<file path="src/rtl/pipe_ctrl_pkg.sv">
// Shared definitions for the pipeline stall/flush sequencer: FSM encoding,
// register-index width and the per-stage control bundle.
package pipe_ctrl_pkg;

    localparam int unsigned REG_IDX_W = 5;

    // Control fields of a bubble loaded into a stage register.
    localparam int unsigned BUBBLE_CTRL_W = 16;
    localparam logic [BUBBLE_CTRL_W-1:0] BUBBLE_CTRL = '0;

    typedef enum logic [1:0] {
        StRun     = 2'd0,
        StMemWait = 2'd1,
        StMcWait  = 2'd2,
        StHalt    = 2'd3
    } state_e;

    typedef struct packed {
        logic pc_write;
        logic ifid_write;
        logic idex_write;
        logic exmem_write;
        logic memwb_write;
        logic ifid_flush;
        logic idex_flush;
        logic exmem_flush;
        logic memwb_flush;
    } ctrl_t;

    localparam ctrl_t CtrlRun     = ctrl_t'(9'b1_1111_0000);
    localparam ctrl_t CtrlReset   = ctrl_t'(9'b0_0000_1111);
    localparam ctrl_t CtrlHalt    = ctrl_t'(9'b0_0000_0000);
    // Freeze PC..EX/MEM, push a bubble into MEM/WB.
    localparam ctrl_t CtrlMemHold = ctrl_t'(9'b0_0001_0001);
    // Freeze PC..ID/EX, bubble into EX/MEM, let MEM/WB drain.
    localparam ctrl_t CtrlMcHold  = ctrl_t'(9'b0_0011_0010);

endpackage

</file>
<file path="src/rtl/load_use_detect.sv">
// Combinational load-use hazard compare between ID/EX and IF/ID.
module load_use_detect
    import pipe_ctrl_pkg::*;
(
    input  logic                 idex_memread_i,
    input  logic [REG_IDX_W-1:0] idex_rd_i,
    input  logic [REG_IDX_W-1:0] ifid_rs1_i,
    input  logic [REG_IDX_W-1:0] ifid_rs2_i,
    input  logic                 ifid_uses_rs2_i,
    output logic                 hazard_o
);

    always_comb begin
        hazard_o = idex_memread_i && (idex_rd_i != '0) &&
                   ((idex_rd_i == ifid_rs1_i) ||
                    (ifid_uses_rs2_i && (idex_rd_i == ifid_rs2_i)));
    end

endmodule

</file>
<file path="src/rtl/pipe_hazard_ctrl.sv">
// Stall/flush sequencer for the 5-stage pipeline: load-use, branch squash,
// multi-cycle EX and data-memory wait handling with timeout and stall counter.
module pipe_hazard_ctrl
    import pipe_ctrl_pkg::*;
#(
    parameter int unsigned MEM_TIMEOUT = 1023,
    parameter int unsigned CNT_W       = 32
) (
    input  logic                 clk_i,
    input  logic                 rst_i,
    input  logic [REG_IDX_W-1:0] ifid_rs1_i,
    input  logic [REG_IDX_W-1:0] ifid_rs2_i,
    input  logic                 ifid_uses_rs2_i,
    input  logic                 idex_memread_i,
    input  logic [REG_IDX_W-1:0] idex_rd_i,
    input  logic                 exe_branch_taken_i,
    input  logic                 mc_start_i,
    input  logic                 mc_done_i,
    input  logic                 dmem_req_i,
    input  logic                 dmem_ready_i,
    output logic                 pc_write_o,
    output logic                 ifid_write_o,
    output logic                 idex_write_o,
    output logic                 exmem_write_o,
    output logic                 memwb_write_o,
    output logic                 ifid_flush_o,
    output logic                 idex_flush_o,
    output logic                 exmem_flush_o,
    output logic                 memwb_flush_o,
    output logic [1:0]           state_o,
    output logic                 timeout_o,
    output logic [CNT_W-1:0]     stall_cnt_o
);

    localparam int unsigned TO_W = $clog2(MEM_TIMEOUT + 1);

    state_e            state_q, state_d;
    logic [TO_W-1:0]   to_cnt_q, to_cnt_d;
    logic              timeout_q, timeout_d;
    logic [CNT_W-1:0]  stall_cnt_q;
    logic              load_use;
    logic              run_dec, mask_mem, mask_mc;
    ctrl_t             ctrl, ctrl_out;

    load_use_detect u_load_use_detect (
        .idex_memread_i  (idex_memread_i),
        .idex_rd_i       (idex_rd_i),
        .ifid_rs1_i      (ifid_rs1_i),
        .ifid_rs2_i      (ifid_rs2_i),
        .ifid_uses_rs2_i (ifid_uses_rs2_i),
        .hazard_o        (load_use)
    );

    always_comb begin
        ctrl      = CtrlRun;
        state_d   = state_q;
        to_cnt_d  = to_cnt_q;
        timeout_d = timeout_q;
        run_dec   = 1'b0;
        mask_mem  = 1'b0;
        mask_mc   = 1'b0;

        unique case (state_q)
            StRun: run_dec = 1'b1;
            StMemWait: begin
                if (!dmem_ready_i) begin
                    ctrl     = CtrlMemHold;
                    to_cnt_d = to_cnt_q + TO_W'(1);
                    if (to_cnt_q == TO_W'(MEM_TIMEOUT - 1)) begin
                        state_d   = StHalt;
                        timeout_d = 1'b1;
                    end
                end else begin
                    run_dec  = 1'b1;
                    mask_mem = 1'b1;
                    to_cnt_d = '0;
                end
            end
            StMcWait: begin
                if (!mc_done_i) begin
                    ctrl = CtrlMcHold;
                end else begin
                    // The MEM stage holds a bubble here, so dmem_req_i is stale.
                    run_dec  = 1'b1;
                    mask_mem = 1'b1;
                    mask_mc  = 1'b1;
                end
            end
            StHalt: ctrl = CtrlHalt;
            default: ctrl = CtrlHalt;
        endcase

        if (run_dec) begin
            state_d = StRun;
            if (!mask_mem && dmem_req_i && !dmem_ready_i) begin
                ctrl    = CtrlMemHold;
                state_d = StMemWait;
            end else if (!mask_mc && mc_start_i) begin
                // A start with done already high is a single-cycle op: no stall.
                if (!mc_done_i) begin
                    ctrl    = CtrlMcHold;
                    state_d = StMcWait;
                end
            end else if (exe_branch_taken_i) begin
                ctrl.ifid_flush = 1'b1;
                ctrl.idex_flush = 1'b1;
            end else if (load_use) begin
                ctrl.pc_write   = 1'b0;
                ctrl.ifid_write = 1'b0;
                ctrl.idex_flush = 1'b1;
            end
        end

        ctrl_out = rst_i ? ctrl : CtrlReset;
    end

    always_ff @(posedge clk_i or negedge rst_i) begin
        if (!rst_i) begin
            state_q     <= StRun;
            to_cnt_q    <= '0;
            timeout_q   <= 1'b0;
            stall_cnt_q <= '0;
        end else begin
            state_q   <= state_d;
            to_cnt_q  <= to_cnt_d;
            timeout_q <= timeout_d;
            if (!ctrl_out.pc_write && (stall_cnt_q != '1)) begin
                stall_cnt_q <= stall_cnt_q + CNT_W'(1);
            end
        end
    end

    assign pc_write_o    = ctrl_out.pc_write;
    assign ifid_write_o  = ctrl_out.ifid_write;
    assign idex_write_o  = ctrl_out.idex_write;
    assign exmem_write_o = ctrl_out.exmem_write;
    assign memwb_write_o = ctrl_out.memwb_write;
    assign ifid_flush_o  = ctrl_out.ifid_flush;
    assign idex_flush_o  = ctrl_out.idex_flush;
    assign exmem_flush_o = ctrl_out.exmem_flush;
    assign memwb_flush_o = ctrl_out.memwb_flush;
    assign state_o       = state_q;
    assign timeout_o     = timeout_q;
    assign stall_cnt_o   = stall_cnt_q;

endmodule

</file>
<file path="config.mk">
export PLATFORM = sky130hd
export DESIGN_NAME = pipe_hazard_ctrl
export DESIGN_NICKNAME = d
export VERILOG_FILES = /design/src/rtl/pipe_ctrl_pkg.sv /design/src/rtl/load_use_detect.sv /design/src/rtl/pipe_hazard_ctrl.sv
export SDC_FILE = /design/constraint.sdc
export NUM_CORES = 1
export LEC_CHECK = 0
export ABC_AREA = 1
export CORE_MARGIN = 2
export CORE_UTILIZATION = 47
export DETAILED_ROUTE_END_ITERATION = 16
export PLACE_DENSITY_LB_ADDON = 0.2
export SYNTH_ARGS = -nofsm -noshare
export SYNTH_HDL_FRONTEND = slang
export SYNTH_SLANG_ARGS = --single-unit
</file>
<file path="constraint.sdc">
create_clock -name clk_i -period 2.1 [get_ports clk_i]
set_input_delay 0.315 -clock clk_i [delete_from_list [all_inputs] [get_ports clk_i]]
set_output_delay 0.315 -clock clk_i [all_outputs]
set_load 0.02 [all_outputs]
</file>
==> results by stage <==
Outcome:
- The run finished, with violations left.
- The checks that failed: negative setup slack.

Cells and area:
- The net count of the finished layout is 606.
- The number of antenna diodes in the final layout is 0.
- The post-route netlist has 22.1% of its cells at a drive strength greater than 1.
- The final standard cell utilization of the core is between 70% and 80%.
- Counting the fill cells in the layout gives roughly 520.
- The area growth from synthesis to layout is 47.7%.

Synthesis:
- The share of the synthesized area in compound gates (AO/OA/AOI/OAI) is ~5.6%.
- The mux share of post-synthesis cell area is 0%.
- The proportion of synthesized chip area in sequential cells is between 30% and 40%.
- By area the synthesized netlist is led by sky130_fd_sc_hd__dfrtp_1 (36%), sky130_fd_sc_hd__nand2_1 (18%), sky130_fd_sc_hd__inv_1 (7.1%), sky130_fd_sc_hd__nand3_1 (6.7%), sky130_fd_sc_hd__xor2_1 (6.4%).
- The biggest area contributor in the post-synthesis netlist is sky130_fd_sc_hd__dfrtp_1.
- Synthesis produced 463 cells.
- Yosys printed 0 warnings.
- The main combinational cell family by area after synthesis is simple AND/OR/NAND/NOR gates.
- The synthesized netlist devotes about 3.2% of its cell area to adder and majority cells.
- Summing the areas of all xor and xnor instances in the mapped netlist gives under 10% of the synthesized area.
- The synthesized design contains 45 register bits.
- Counting every net in the synthesized netlist gives 495.
- The mapped netlist covers between 3000 and 4000 sq um.
- The synthesized netlist contains 27 unique library cells.
- The post-synthesis share of cell area spent on and, or, nand and nor gates is 37.5%.
- After synthesis, the largest area contributor takes up 35.6% of total cell area.
- The average footprint of a synthesized cell is 6.82 sq um.

Floorplanning:
- The floorplan step set the die width to 86.0 microns.
- The I/O pin count is 68.
- From bottom edge to top edge, the die measures 86.0 microns.
- For this configuration, the core starts out at a cell density of around half.
- The row count is 29.
- The region available for standard cell placement spans 6420 sq um.
- The area of the die is 7390 sq um.

Route:
- The detailed-route DRC error count is 0.
- The detail route stage leaves a number of antenna-violating nets equal to 0.
- The first routing iteration left 330 violations.
- The routed layout has 3548 vias.
- The final layout contains routed wiring with a total length of 9960 microns.
- The average vias per placed instance is 5.44.
- In the final routed layout, each cell accounts on average for between 15 and 20 microns.
- The length of the first detailed-routing pass in iterations is 9.

Worst setup path:
- The most repeated library cell on the critical path is sky130_fd_sc_hd__buf_4.
- The highest net fanout along the worst path is 4.
- The required time of the critical path is 1.78 ns.
- The critical path is of the flip-flop to primary output type.
- The startpoint kind of the worst setup timing path is a flip-flop.
- The worst path arrival time is 2.04 ns.
- The slowest stage of the critical path belongs to the cell sky130_fd_sc_hd__dfrtp_2.
- Traced cell by cell, the critical path runs through inv_2 > buf_4 > buf_4 > ha_2 > buf_4 > nor3_1 > o22ai_2 > nand2_1 > buf_6.
- STA classifies the critical path endpoint as a primary output.
- In this design, the stage delay of the slowest critical-path cell is between 0.4 and 0.5 ns.

Power and ir drop:
- The clock network is responsible for a little over two fifths of the overall power.
- Combinational cells account for 8.1% of the total power.
- The total power per unit cell area is 386 nW/um^2.
- The sequential power share is 48.1%.
- The internal power of the cells is 1.41 mW.
- The analysis attributes to net switching a power of ~0.39 mW.
- The standby leakage power is 2.32 nW.
- Net switching is 21.6% of the power.
- The maximum resistive drop on vdd is 303 uV.

Job:
- Max-cap violations in this run came to 0.

GRT:
- The first global-routing pass estimated 16100 microns of wire.
- The via count of the first global-routing pass was between 3000 and 4000.
- The overflow left after global routing is 0.
- Entering global routing, the biggest net connects 46 pins.
- Global routing used 27.5% of the available tracks across all layers.
- The number of antenna violations at the first check in global routing was 0.

Clocking:
- No sink is reached through more buffers than the 2 on the longest clock path.
- Clock latency on the worst-skew pair, taken at its later pin, is roughly 0.3 ns.
- The H-tree was split into 2 levels.
- Counting every sink on the clock net gives 45.
- The master cell of the clock root buffer is sky130_fd_sc_hd__clkbuf_8.
- The clock transition at the registers of the reported paths is 0.09 ns.
- The clock tree from TritonCTS is yes.
- The total CTS buffers is 5.

Placement:
- Port buffering added 67 buffers.
- The post-DP HPWL is 6650 microns.
- Timing analysis after detailed placement gives a worst setup slack of -0.645 ns.
- The global placement routability congestion is 0.975.

STA:
- The final critical path takes up 112% of the cycle.
- The final critical delay including setup and external delays is 2.36 ns.
- The least setup slack across all paths after layout is -0.256 ns.
- The worst slew margin relative to its limit is between 60% and 70%.
- For this run, the top clock speed supported by timing is roughly 420 MHz.
- Setup violations remaining at the end of the flow were counted as 40.
- The count of pins over their slew limit was 0.
- The final hold violation count is 0.
- The slew at the pin with the worst max-slew slack is 0.573 ns.
- Setup repair after global routing could not meet its margin everywhere.
- Between clock sinks in the finished design, the worst skew comes to 0.00591 ns.

Hold path:
- The tightest min-delay check is of the input pin to asynchronous set/reset pin type.
==> power groups by stage <==
| stage | Sequential [mW] | Clock [mW] | Combinational (mW) |
|---|---|---|---|
| 3_3_place_gp | 0.883 | 0 | 0.133 |
| 2_1_floorplan | 0.883 | 0 | 0.0451 |
| 4_1_cts | 0.866 | 0.790 | 0.143 |
| 6_report | 0.866 | 0.789 | 0.147 |
| 3_5_place_dp | 0.883 | 0 | 0.135 |
| 5_1_grt | 0.866 | 0.833 | 0.163 |
==> cell type report <==
cell class              count  area, sq um  area share [%]
inverters                  61          231            4.96
multi-input cells         347         1940            41.6
clock buffers               5         68.8            1.47
repair buffers            114         1130            24.3
flip-flops and latches     45         1130            24.2
well taps                  77         96.3            2.06
clock inverters             3         65.1            1.39
==> path summary, 6_finish.rpt <==
path / startpoint / to / slack (ns) / cells after the start
setup / recovery: state_o[0]$_DFFE_PN0P_ / exmem_flush_o / -0.26 / 9
hold / removal: rst_i / stall_cnt_o[3]$_DFFE_PN0P_ / 0.22 / 2
setup reg to reg: state_o[0]$_DFFE_PN0P_ / stall_cnt_o[13]$_DFFE_PN0P_ / -0.16 / 17
hold reg to reg: timeout_o$_DFFE_PN0P_ / timeout_o$_DFFE_PN0P_ / 0.48 / 2
max in group asynchronous: rst_i / state_o[0]$_DFFE_PN0P_ / 1.47 / 2
min in group clk_i: timeout_o$_DFFE_PN0P_ / timeout_o$_DFFE_PN0P_ / 0.48 / 2
==> routing by layer <==
metal	wire (microns)	vias to the layer above	track usage, %
met5	0	-	0
met4	314	0	8.95
met3	791	40	5.77
met2	4550	176	45.2
met1	4310	1639	36.1
li1	-	1693	-
==> synthesized netlist by cell type (all sizes together) <==
master	number
a211oi	1
a21boi	3
a21oi	9
a31oi	1
buf	10
dfrtp	45
ha	8
inv	61
nand2	158
nand3	44
nand4	8
nor2	39
nor3	18
nor4	9
o21ai	15
o21bai	1
o22ai	2
xnor2	8
xor2	23
==> flip-flops by register name, indices dropped and copies added (netlist names) <==
signal       flops
state_o          2
to_cnt_q        10
timeout_o        1
stall_cnt_o     32
==> cell usage in the layout (no fill, tap or decap), types with 2 or more instances in the layout <==
cell / synthesis / routed
sky130_fd_sc_hd__a21oi_1: 9 / 7
sky130_fd_sc_hd__a21oi_2: 0 / 2
sky130_fd_sc_hd__buf_12: 0 / 2
sky130_fd_sc_hd__buf_16: 0 / 4
sky130_fd_sc_hd__buf_2: 6 / 2
sky130_fd_sc_hd__buf_4: 1 / 38
sky130_fd_sc_hd__buf_6: 3 / 10
sky130_fd_sc_hd__bufinv_16: 0 / 2
sky130_fd_sc_hd__clkbuf_8: 0 / 5
sky130_fd_sc_hd__clkdlybuf4s50_1: 0 / 57
sky130_fd_sc_hd__dfrtp_1: 45 / 43
sky130_fd_sc_hd__dfrtp_2: 0 / 2
sky130_fd_sc_hd__ha_1: 8 / 4
sky130_fd_sc_hd__ha_2: 0 / 2
sky130_fd_sc_hd__ha_4: 0 / 2
sky130_fd_sc_hd__inv_1: 60 / 50
sky130_fd_sc_hd__inv_2: 1 / 10
sky130_fd_sc_hd__nand2_1: 155 / 133
sky130_fd_sc_hd__nand2_2: 3 / 20
sky130_fd_sc_hd__nand2_4: 0 / 4
sky130_fd_sc_hd__nand3_1: 42 / 41
sky130_fd_sc_hd__nand3_2: 2 / 3
sky130_fd_sc_hd__nand4_1: 8 / 8
sky130_fd_sc_hd__nor2_1: 37 / 34
sky130_fd_sc_hd__nor2_2: 2 / 3
sky130_fd_sc_hd__nor2_4: 0 / 2
sky130_fd_sc_hd__nor3_1: 18 / 16
sky130_fd_sc_hd__nor3_2: 0 / 2
sky130_fd_sc_hd__nor4_1: 8 / 8
sky130_fd_sc_hd__o21ai_0: 12 / 9
sky130_fd_sc_hd__o21ai_1: 3 / 2
sky130_fd_sc_hd__o21ai_2: 0 / 2
sky130_fd_sc_hd__o21ai_4: 0 / 2
sky130_fd_sc_hd__xnor2_1: 8 / 8
sky130_fd_sc_hd__xor2_1: 23 / 23
==> stage by stage <==
stage | power, mW | TNS [ns] | instances | hold slack, ns | instance area (sq um)
5_1_grt | 1.86 | -10.05 | 652 | 0.265 | 4670
3_3_place_gp | 1.02 | -17.36 | 631 | 0.461 | 4160
3_5_place_dp | 1.02 | -19.72 | 631 | 0.467 | 4160
6_report | 1.80 | -5.70 | 652 | 0.216 | 4670
4_1_cts | 1.80 | -4.69 | 650 | 0.232 | 4580
2_1_floorplan | 0.928 | -0.0201 | 463 | 0.0194 | 3210
==> cell families (layout without fill, tap and decap cells) <==
family / count (synthesis) / count (layout)
AND/OR/NAND/NOR: 276 / 276
buffers and inverters: 71 / 183
flip-flops: 45 / 45
AO/OA/AOI/OAI: 32 / 32
XOR/XNOR: 31 / 31
adder cells (fa/ha/maj): 8 / 8
==> repair_timing <==
item | CTS | global route
gates resized for setup | 84 | 30
setup buffers | 7 | 2
setup endpoints to repair | 41 | 42
gates cloned | 4 | 0
pin swaps | 7 | 8
hold buffers | 0 | 0
==> critical path: cells and delay by family, from the launching register on <==
family	cells	cell delay [ns]
AND/OR/NAND/NOR	2	0.39
flip-flops	1	0.42
buffers and inverters	5	0.59
adder cells (fa/ha/maj)	1	0.20
AO/OA/AOI/OAI	1	0.14
Note: power is estimated with default switching activity, not from simulation.
